`config.mk`:
```
export PLATFORM = sky130hd
export DESIGN_NAME = riscv_mem_arbiter
export DESIGN_NICKNAME = d
export VERILOG_FILES = /design/src/rtl/riscv_mem_arbiter.sv
export SDC_FILE = /design/constraint.sdc
export NUM_CORES = 1
export LEC_CHECK = 0
export CAP_MARGIN = 20
export CELL_PAD_IN_SITES_DETAIL_PLACEMENT = 0
export CELL_PAD_IN_SITES_GLOBAL_PLACEMENT = 1
export CORE_MARGIN = 4
export CORE_UTILIZATION = 18
export DETAILED_ROUTE_END_ITERATION = 6
export PLACE_DENSITY_LB_ADDON = 0.1
export SETUP_SLACK_MARGIN = 0.15
export SLEW_MARGIN = 20
export SYNTH_ARGS = -nofsm -noshare
export SYNTH_HDL_FRONTEND = slang
export SYNTH_SLANG_ARGS = --single-unit
```
`constraint.sdc`:
```
create_clock -name clock -period 3.8 [get_ports clock]
set_input_delay 0.76 -clock clock [delete_from_list [all_inputs] [get_ports clock]]
set_output_delay 0.76 -clock clock [all_outputs]
set_load 0.02 [all_outputs]
```
`src/rtl/riscv_mem_arbiter.sv`:
```
// riscv_mem_arbiter
// Shares the single AXI driver request/response port between the instruction-fetch (IF)
// and load/store (LS) requesters.
// - A grant is held (LOCK) until the driver accepts the request.
// - The owner of each accepted request is recorded in an in-order tag FIFO.
// - Each returning response is routed to the owner at the head of that FIFO.
// Optional feature: define RISCV_MEM_ARB_ROUND_ROBIN_EN for round-robin arbitration.
// Without it, LS always wins an idle conflict.

module riscv_mem_arbiter #(
   parameter int DEPTH = 16
) (
   input  logic                   clock,
   input  logic                   reset,

   input  logic                   if_req_vld,
   input  logic                   if_req_rnw,
   input  logic [31:0]            if_req_addr,
   input  logic [31:0]            if_req_data,
   output logic                   if_req_ack,
   output logic                   if_rsp_vld,
   output logic [31:0]            if_rsp_data,

   input  logic                   ls_req_vld,
   input  logic                   ls_req_rnw,
   input  logic [31:0]            ls_req_addr,
   input  logic [31:0]            ls_req_data,
   output logic                   ls_req_ack,
   output logic                   ls_rsp_vld,
   output logic [31:0]            ls_rsp_data,

   output logic                   mem_req_vld,
   output logic                   mem_req_rnw,
   output logic [31:0]            mem_req_addr,
   output logic [31:0]            mem_req_data,
   input  logic                   mem_req_ack,
   input  logic                   mem_rsp_vld,
   input  logic [31:0]            mem_rsp_data,

   output logic [$clog2(DEPTH):0] outstanding,
   output logic                   err_unexp_rsp
);

   localparam int AW = $clog2(DEPTH);
   localparam int CW = AW + 1;
   localparam logic [CW-1:0] FULL_COUNT = CW'(DEPTH);

   typedef enum logic {
      IDLE,
      LOCK
   } state_t;

   state_t          state;
   logic            lock_owner;
   logic            grant_vld;
   logic            grant_owner;
   logic            full;
   logic            accept;
   logic            pop;
   logic            unexp_rsp;
   logic            head_tag;
   logic [AW-1:0]   wr_ptr;
   logic [AW-1:0]   rd_ptr;
   logic [CW-1:0]   count;
   logic            tag_mem [DEPTH];

`ifdef RISCV_MEM_ARB_ROUND_ROBIN_EN
   logic            rr_ptr;
`endif

   // Pick the requester to forward: the locked owner, otherwise arbitrate among valid requesters
   always_comb begin
      grant_vld   = 1'b0;
      grant_owner = 1'b0;
      if (state == LOCK) begin
         grant_owner = lock_owner;
         grant_vld   = lock_owner ? ls_req_vld : if_req_vld;
      end else if (if_req_vld && ls_req_vld) begin
         grant_vld   = 1'b1;
`ifdef RISCV_MEM_ARB_ROUND_ROBIN_EN
         grant_owner = rr_ptr;
`else
         grant_owner = 1'b1;
`endif
      end else if (ls_req_vld) begin
         grant_vld   = 1'b1;
         grant_owner = 1'b1;
      end else if (if_req_vld) begin
         grant_vld   = 1'b1;
         grant_owner = 1'b0;
      end
   end

   // A full FIFO blocks forwarding; reset forces every request-side output low
   assign full         = (count == FULL_COUNT);
   assign mem_req_vld  = reset & grant_vld & ~full;
   assign mem_req_rnw  = mem_req_vld & (grant_owner ? ls_req_rnw : if_req_rnw);
   assign mem_req_addr = mem_req_vld ? (grant_owner ? ls_req_addr : if_req_addr) : 32'h0;
   assign mem_req_data = mem_req_vld ? (grant_owner ? ls_req_data : if_req_data) : 32'h0;

   assign accept     = mem_req_vld & mem_req_ack;
   assign if_req_ack = accept & ~grant_owner;
   assign ls_req_ack = accept & grant_owner;

   // A response with no tag recorded is flagged instead of popping
   assign pop       = mem_rsp_vld & (count != '0);
   assign unexp_rsp = mem_rsp_vld & (count == '0);
   assign head_tag  = tag_mem[rd_ptr];

   assign if_rsp_vld  = pop & ~head_tag;
   assign ls_rsp_vld  = pop & head_tag;
   assign if_rsp_data = if_rsp_vld ? mem_rsp_data : 32'h0;
   assign ls_rsp_data = ls_rsp_vld ? mem_rsp_data : 32'h0;

   assign outstanding = count;

   // Grant FSM: hold the winner until the driver accepts it or the owner withdraws
   always_ff @(posedge clock or negedge reset) begin
      if (!reset) begin
         state      <= IDLE;
         lock_owner <= 1'b0;
      end else begin
         case (state)
            IDLE: begin
               if (grant_vld && !accept) begin
                  state      <= LOCK;
                  lock_owner <= grant_owner;
               end
            end
            LOCK: begin
               if (!grant_vld || accept) begin
                  state <= IDLE;
               end
            end
         endcase
      end
   end

`ifdef RISCV_MEM_ARB_ROUND_ROBIN_EN
   // Round-robin pointer: after each accept, favour the requester that was not served
   always_ff @(posedge clock or negedge reset) begin
      if (!reset) begin
         rr_ptr <= 1'b1;
      end else if (accept) begin
         rr_ptr <= ~grant_owner;
      end
   end
`endif

   // Tag storage: record the owner of each accepted request (contents need no reset)
   always_ff @(posedge clock) begin
      if (accept) begin
         tag_mem[wr_ptr] <= grant_owner;
      end
   end

   // FIFO pointers and occupancy counter; pointers wrap naturally at the power-of-two depth
   always_ff @(posedge clock or negedge reset) begin
      if (!reset) begin
         wr_ptr <= '0;
         rd_ptr <= '0;
         count  <= '0;
      end else begin
         if (accept) begin
            wr_ptr <= wr_ptr + 1'b1;
         end
         if (pop) begin
            rd_ptr <= rd_ptr + 1'b1;
         end
         case ({accept, pop})
            2'b10:   count <= count + 1'b1;
            2'b01:   count <= count - 1'b1;
            default: count <= count;
         endcase
      end
   end

   // Sticky error flag for responses that arrive with nothing outstanding
   always_ff @(posedge clock or negedge reset) begin
      if (!reset) begin
         err_unexp_rsp <= 1'b0;
      end else if (unexp_rsp) begin
         err_unexp_rsp <= 1'b1;
      end
   end

endmodule

```
# Word-level counts from Yosys, hierarchy flattened
# Memories as Yosys holds them, arrays and structs flattened.
# Index checks and enable logic that the tools add are counted.
[totals] mem_bits_rw=16 latchBits=0 output_inout_bits=140 in_bits=168 romBits=0 n_memories=1 word_cells=58 register_bits=16
[classes] n_mux=21 n_eq_ne=3 bitwise=14 n_div=0 add_sub_neg=4 reduce_logical=9 mul=0 order_cmp=0 shifts=0
[mem_list] name="tag_mem" words=16 word_bits=1 rd=1 rd_clocked_by_memory_dff=0 wr=1 line="65" source="logic tag_mem [DEPTH];"
[op_table] op="two-way mux 32 bit" count=6
[op_table] op="two-way mux 1 bit" count=13
[op_table] op="bitwise AND 1 bit" count=10
[op_table] op="one-hot mux 5 bit (2 select lines)" count=1
[op_table] op="adder 4 x 1 -> 4 bit (second input constant)" count=2
[op_table] op="adder 5 x 1 -> 5 bit (second input constant)" count=1
[op_table] op="== test 5 bit (second input constant)" count=1
[op_table] op="zero test 5 bit" count=1
[op_table] op="nonzero test 5 bit" count=1
[op_table] op="subtractor 5 x 1 -> 5 bit (second input constant)" count=1
[op_table] op="NOT 1 bit" count=4
[op_table] op="== test 2 x 1 -> 1 bit (second input constant)" count=1
[op_table] op="== test 2 bit (second input constant)" count=1
[op_table] op="logical AND 1 bit" count=2
[op_table] op="zero test 1 bit" count=2
[op_table] op="one-hot mux 1 bit (2 select lines)" count=1
[op_table] op="AND reduction 2 bit" count=1
[op_table] op="nonzero test 2 bit" count=1
[op_table] op="logical OR 1 bit" count=1

# Logic depth before layout (Yosys ltp)
[logic_depth] depth_word=11 mapped_depth=15 ltp_nobuf=12

# Least setup slack after synthesis
# Ideal clock, no wire load.
[synth_timing] path_kind="input -> register" start="input mem_req_ack" end="register count[4] (netlist: outstanding[4])" required_ns=3.666 path_buffers=2 cell_stages=14 t_arrival_ns=2.788 setup_time_ns=0.134 slack_ns=0.878 path_cell_list="nand2_1 -> a21oi_1 -> nor3b_2 -> buf_2 -> inv_1 -> ha_1 -> clkbuf_1 -> xor2_1 -> ha_1 -> nor2b_1 -> o21ai_0 -> a31oi_1 -> o21ai_0 -> o31ai_1"
[synth_between] elab_chain_cells=3 word_cells_on_any_way=5 classes_between="2 x eq/ne; 1 x mux; 1 x bitwise; 1 x reduce/logical"
[synth_lines] item="from (decl)" line="36" source="input logic mem_req_ack,"
[synth_lines] item="bitwise AND 1 bit (*)" line="101" source="assign accept = mem_req_vld & mem_req_ack;"
[synth_lines] item="== test 2 x 1 -> 1 bit or == test 2 bit (tied branches)" line="170" source="case ({accept, pop})"
[synth_lines] item="one-hot mux 5 bit (2 select lines) or nonzero test 2 bit (tied branches)"
[synth_lines] item="to (signal assigned)" line="171" source="2'b10: count <= count + 1'b1;"
[synth_lines] item="to (signal assigned)" line="172" source="2'b01: count <= count - 1'b1;"
[synth_lines] item="to (signal assigned)" line="173" source="default: count <= count;"
[synth_lines] item="to (decl)" line="64" source="logic [CW-1:0] count;"
# Every way passes the cells marked *; elsewhere a longest branch is shown, timed or not.
# A chain may end at the register's enable or synchronous reset.

# Worst setup path after layout
[layout_timing] start="input ls_req_vld" end="output mem_req_addr[4]"
[layout_between] elab_chain_cells=6 word_cells_on_any_way=12 classes_between="9 x mux; 2 x bitwise; 1 x reduce/logical"
[layout_lines] item="from (decl)" line="24" source="input logic ls_req_vld,"
[layout_lines] item="two-way mux 1 bit or logical AND 1 bit (tied branches)" line="85, 78"
[layout_lines] item="two-way mux 1 bit" line="78" source="end else if (if_req_vld && ls_req_vld) begin"
[layout_lines] item="two-way mux 1 bit" line="75" source="if (state == LOCK) begin"
[layout_lines] item="bitwise AND 1 bit (2 in a row)" line="96" source="assign mem_req_vld = reset & grant_vld & ~full;"
[layout_lines] item="two-way mux 32 bit (*)" line="98" source="assign mem_req_addr = mem_req_vld ? (grant_owner ? ls_req_addr : if_req_addr) : 32'h0;"
[layout_lines] item="to (decl)" line="34" source="output logic [31:0] mem_req_addr,"
# Marks and branches as above.

==> run summary <==
1st-iter DRT viols: 204
Num CTS Buffers: 5
Commonest non-fill, non-tap cell in the layout: clkdlybuf4s50_1
Pre-antenna DRT Iters: 5
Worst-skew pair later-pin latency: 0.27 ns
P per Cell Area: 563.7 nW/um^2
Number of non-filler instances in the completed layout: 987
CP max FO: 38
H-Tree Depth: 2
Root Driver: clkbuf_16
Post-DP HPWL: 12.31 mm
Largest net degree at the start of global routing: 67
Congestion Overflow GR: 0
Least-Margin Pin Slew: 0.3531 ns
Area of the core: 16640 um^2
Clk buf depth: 2
Syn Area/Cell: 6.426 um^2
Gate Count Post-Synth: 479
Outcome: complete, no violations
CP endpoint kind: output port
Ports: 308
Final TNS setup: 0 ns
Hold Buf Count CTS: 0
Worst r2r src: outstanding[1]
Lkg Pwr: 3.193 nW
Max Freq: 283.8 MHz
Die width: 138.8 um
Cts repair resizes: 0
Final Total Pwr: 3.733 mW
Yosys warnings: 0
WL final: 15.29 mm
Max VDD drop: 0.3364 mV
DR vias: 4277
Post-route DRC: 0
Worst reg2reg path depth: 13
RSZ-0062 raised after global routing: no
Placer Congestion: 0.8591
Hold Path Class: flip-flop to flip-flop
Synth cell types: 36
Initial Util: 18.49%
Clock sink count: 32
Setup Viol. Count Final: 0
Placed cells: 979
Area of the mapped netlist: 3078 um^2
Synthesized Nets: 656
First-pass GRT wire length: 23.39 mm
Vias/cell: 4.333
Diode count: 0
Commonest cells after routing, fill and taps aside: 272 x clkdlybuf4s50_1, 173 x nand2_1, 72 x nor2_1
Slew headroom: 76.46%
Hold Path Origin: err_unexp_rsp
Reg2reg end: outstanding[4]
Post-CTS Setup Repair Bufs: 0
WL/cell: 15.49 um
Proportion of layout cells with a drive suffix above 1: 3.911%
Data required, critical path: 3.04 ns
Tmin final: 3.524 ns
CTS tree: built
Layout net count: 943
GRT Total Usage: 14.74%
Arrival @ worst endpoint: 2.76 ns
Layout Skew: 0.003499 ns
Antenna violations before repair: 0
WHS Path Cells: 1
Die height: 138.8 um
Worst Hold End: err_unexp_rsp
Flops & latches, synth: 32
CTS clk-pin slew, worst paths: 0.05 ns
Synthesis-to-layout area growth: 115.2%
FP Rows: 47
PortBufs: 307
Vias in the first global route: 4209
Max Slew Vio Count: 0
Startpoint types: input port
Max Cap Viol: 0
Fin Hold WS: 0.4594 ns
Routed Antenna Nets: 0
Full die area: 19260 um^2
Final Hold Viols: 0
Part of the Yosys area used for sequential elements: 28.62%
Fin crit share: 92.74%
FF-to-FF setup slack: 0.76 ns
Critical setup path kind: input port to output port
==> worst max-delay path by stage <==
stage | start | end | slack (ns) | depth (start not counted)
floorplan | mem_req_ack | outstanding[4] | 0.88 | 14
CTS | rd_ptr[2] | ls_rsp_data[27] | 0.22 | 6
finish | ls_req_vld | mem_req_addr[4] | 0.28 | 8
global placement | ls_req_vld | mem_req_addr[21] | 0.24 | 8
detailed placement | reset | outstanding[4] | 0.23 | 13
global route | ls_req_vld | mem_req_data[2] | 0.15 | 8
==> report_power, final <==
part,total [mW],internal (mW),switching (mW)
registers,0.627,0.469,0.158
logic,2.71,1.23,1.49
clock network,0.393,0.258,0.134
total,3.73,1.95,1.78
==> critical path, stage by stage <==
cell and delay (ns):
clkdlybuf4s50_1 0.50, nand2b_1 0.07, and2_2 0.23, inv_2 0.12, buf_12 0.21, nand2_1 0.09
a21oi_1 0.14, clkdlybuf4s50_1 0.62
==> cells by family (layout without fill, tap and decap cells) <==
group / Yosys count / in the layout / synth area share (%)
xor gates and xnor gates: 11 / 11 / 3.130
AOI/OAI and AO/OA: 85 / 85 / 14.51
muxes: 12 / 12 / 4.268
buffers and inverters: 45 / 333 / 7.357
adders and majority gates: 9 / 9 / 3.659
DFF: 32 / 32 / 28.62
and+or+nand+nor: 285 / 285 / 38.46
==> layer usage <==
metal	global-route usage, %	wire, um
met5	0	0
met1	15.95	5820
met2	28.84	8150
met4	2.678	207
met3	3.828	1109
==> sequential cells by signal, summed over array words and instances, names as in the netlist <==
signal         count
outstanding        5
lock_owner         1
wr_ptr             4
rd_ptr             4
tag_mem           16
state              1
err_unexp_rsp      1
==> layout make-up <==
class / count / area [um^2]
multi-input combinational: 402 / 1983
fill: 1668 / 10020
clock inverter: 1 / 3.754
sequential: 32 / 882.1
clock buffer: 7 / 142.6
tap: 220 / 275.3
timing repair buffer: 319 / 3313
inverter: 6 / 22.52
==> synth_stat cells <==
library cell,n,area [um^2]
nand4_1,2,12.51
mux2i_1,8,80.08
xor2_1,5,43.79
ha_1,9,112.6
o31ai_1,1,7.510
o211ai_1,1,7.510
buf_2,21,105.1
o21a_1,1,7.510
and2b_1,1,7.510
nor3b_2,1,12.51
a32o_1,1,10.01
clkbuf_2,1,5.000
nand3_1,5,25.02
mux2_4,1,15.01
dfrtp_1,16,400.4
o21ai_0,7,35.03
a31oi_1,1,6.260
clkbuf_1,10,37.54
and2_1,4,25.02
mux2i_2,1,13.76
mux2_2,2,22.52
and3_1,15,93.84
nor3_1,2,10.01
a21o_1,1,7.510
nor2b_1,6,37.54
buf_1,3,11.26
buf_6,4,45.04
nor2_1,72,270.3
a22oi_1,2,15.01
nand2b_1,3,18.77
xnor2_1,6,52.55
a21oi_1,70,350.3
inv_1,6,22.52
nor4_4,1,21.27
nand2_1,173,649.4
edfxtp_1,16,480.5
==> per-stage QoR <==
stage	cell area, um^2	setup WS, ns	util [%]
after floorplan	3078	0.8778	-
after global placement	6384	0.2404	38.36
after detailed placement	6384	0.2257	38.36
after CTS	6530	0.2181	39.24
after global routing	6623	0.1488	39.79
final	6623	0.2760	39.79
No activity file was read; power rests on OpenSTA's default activity.
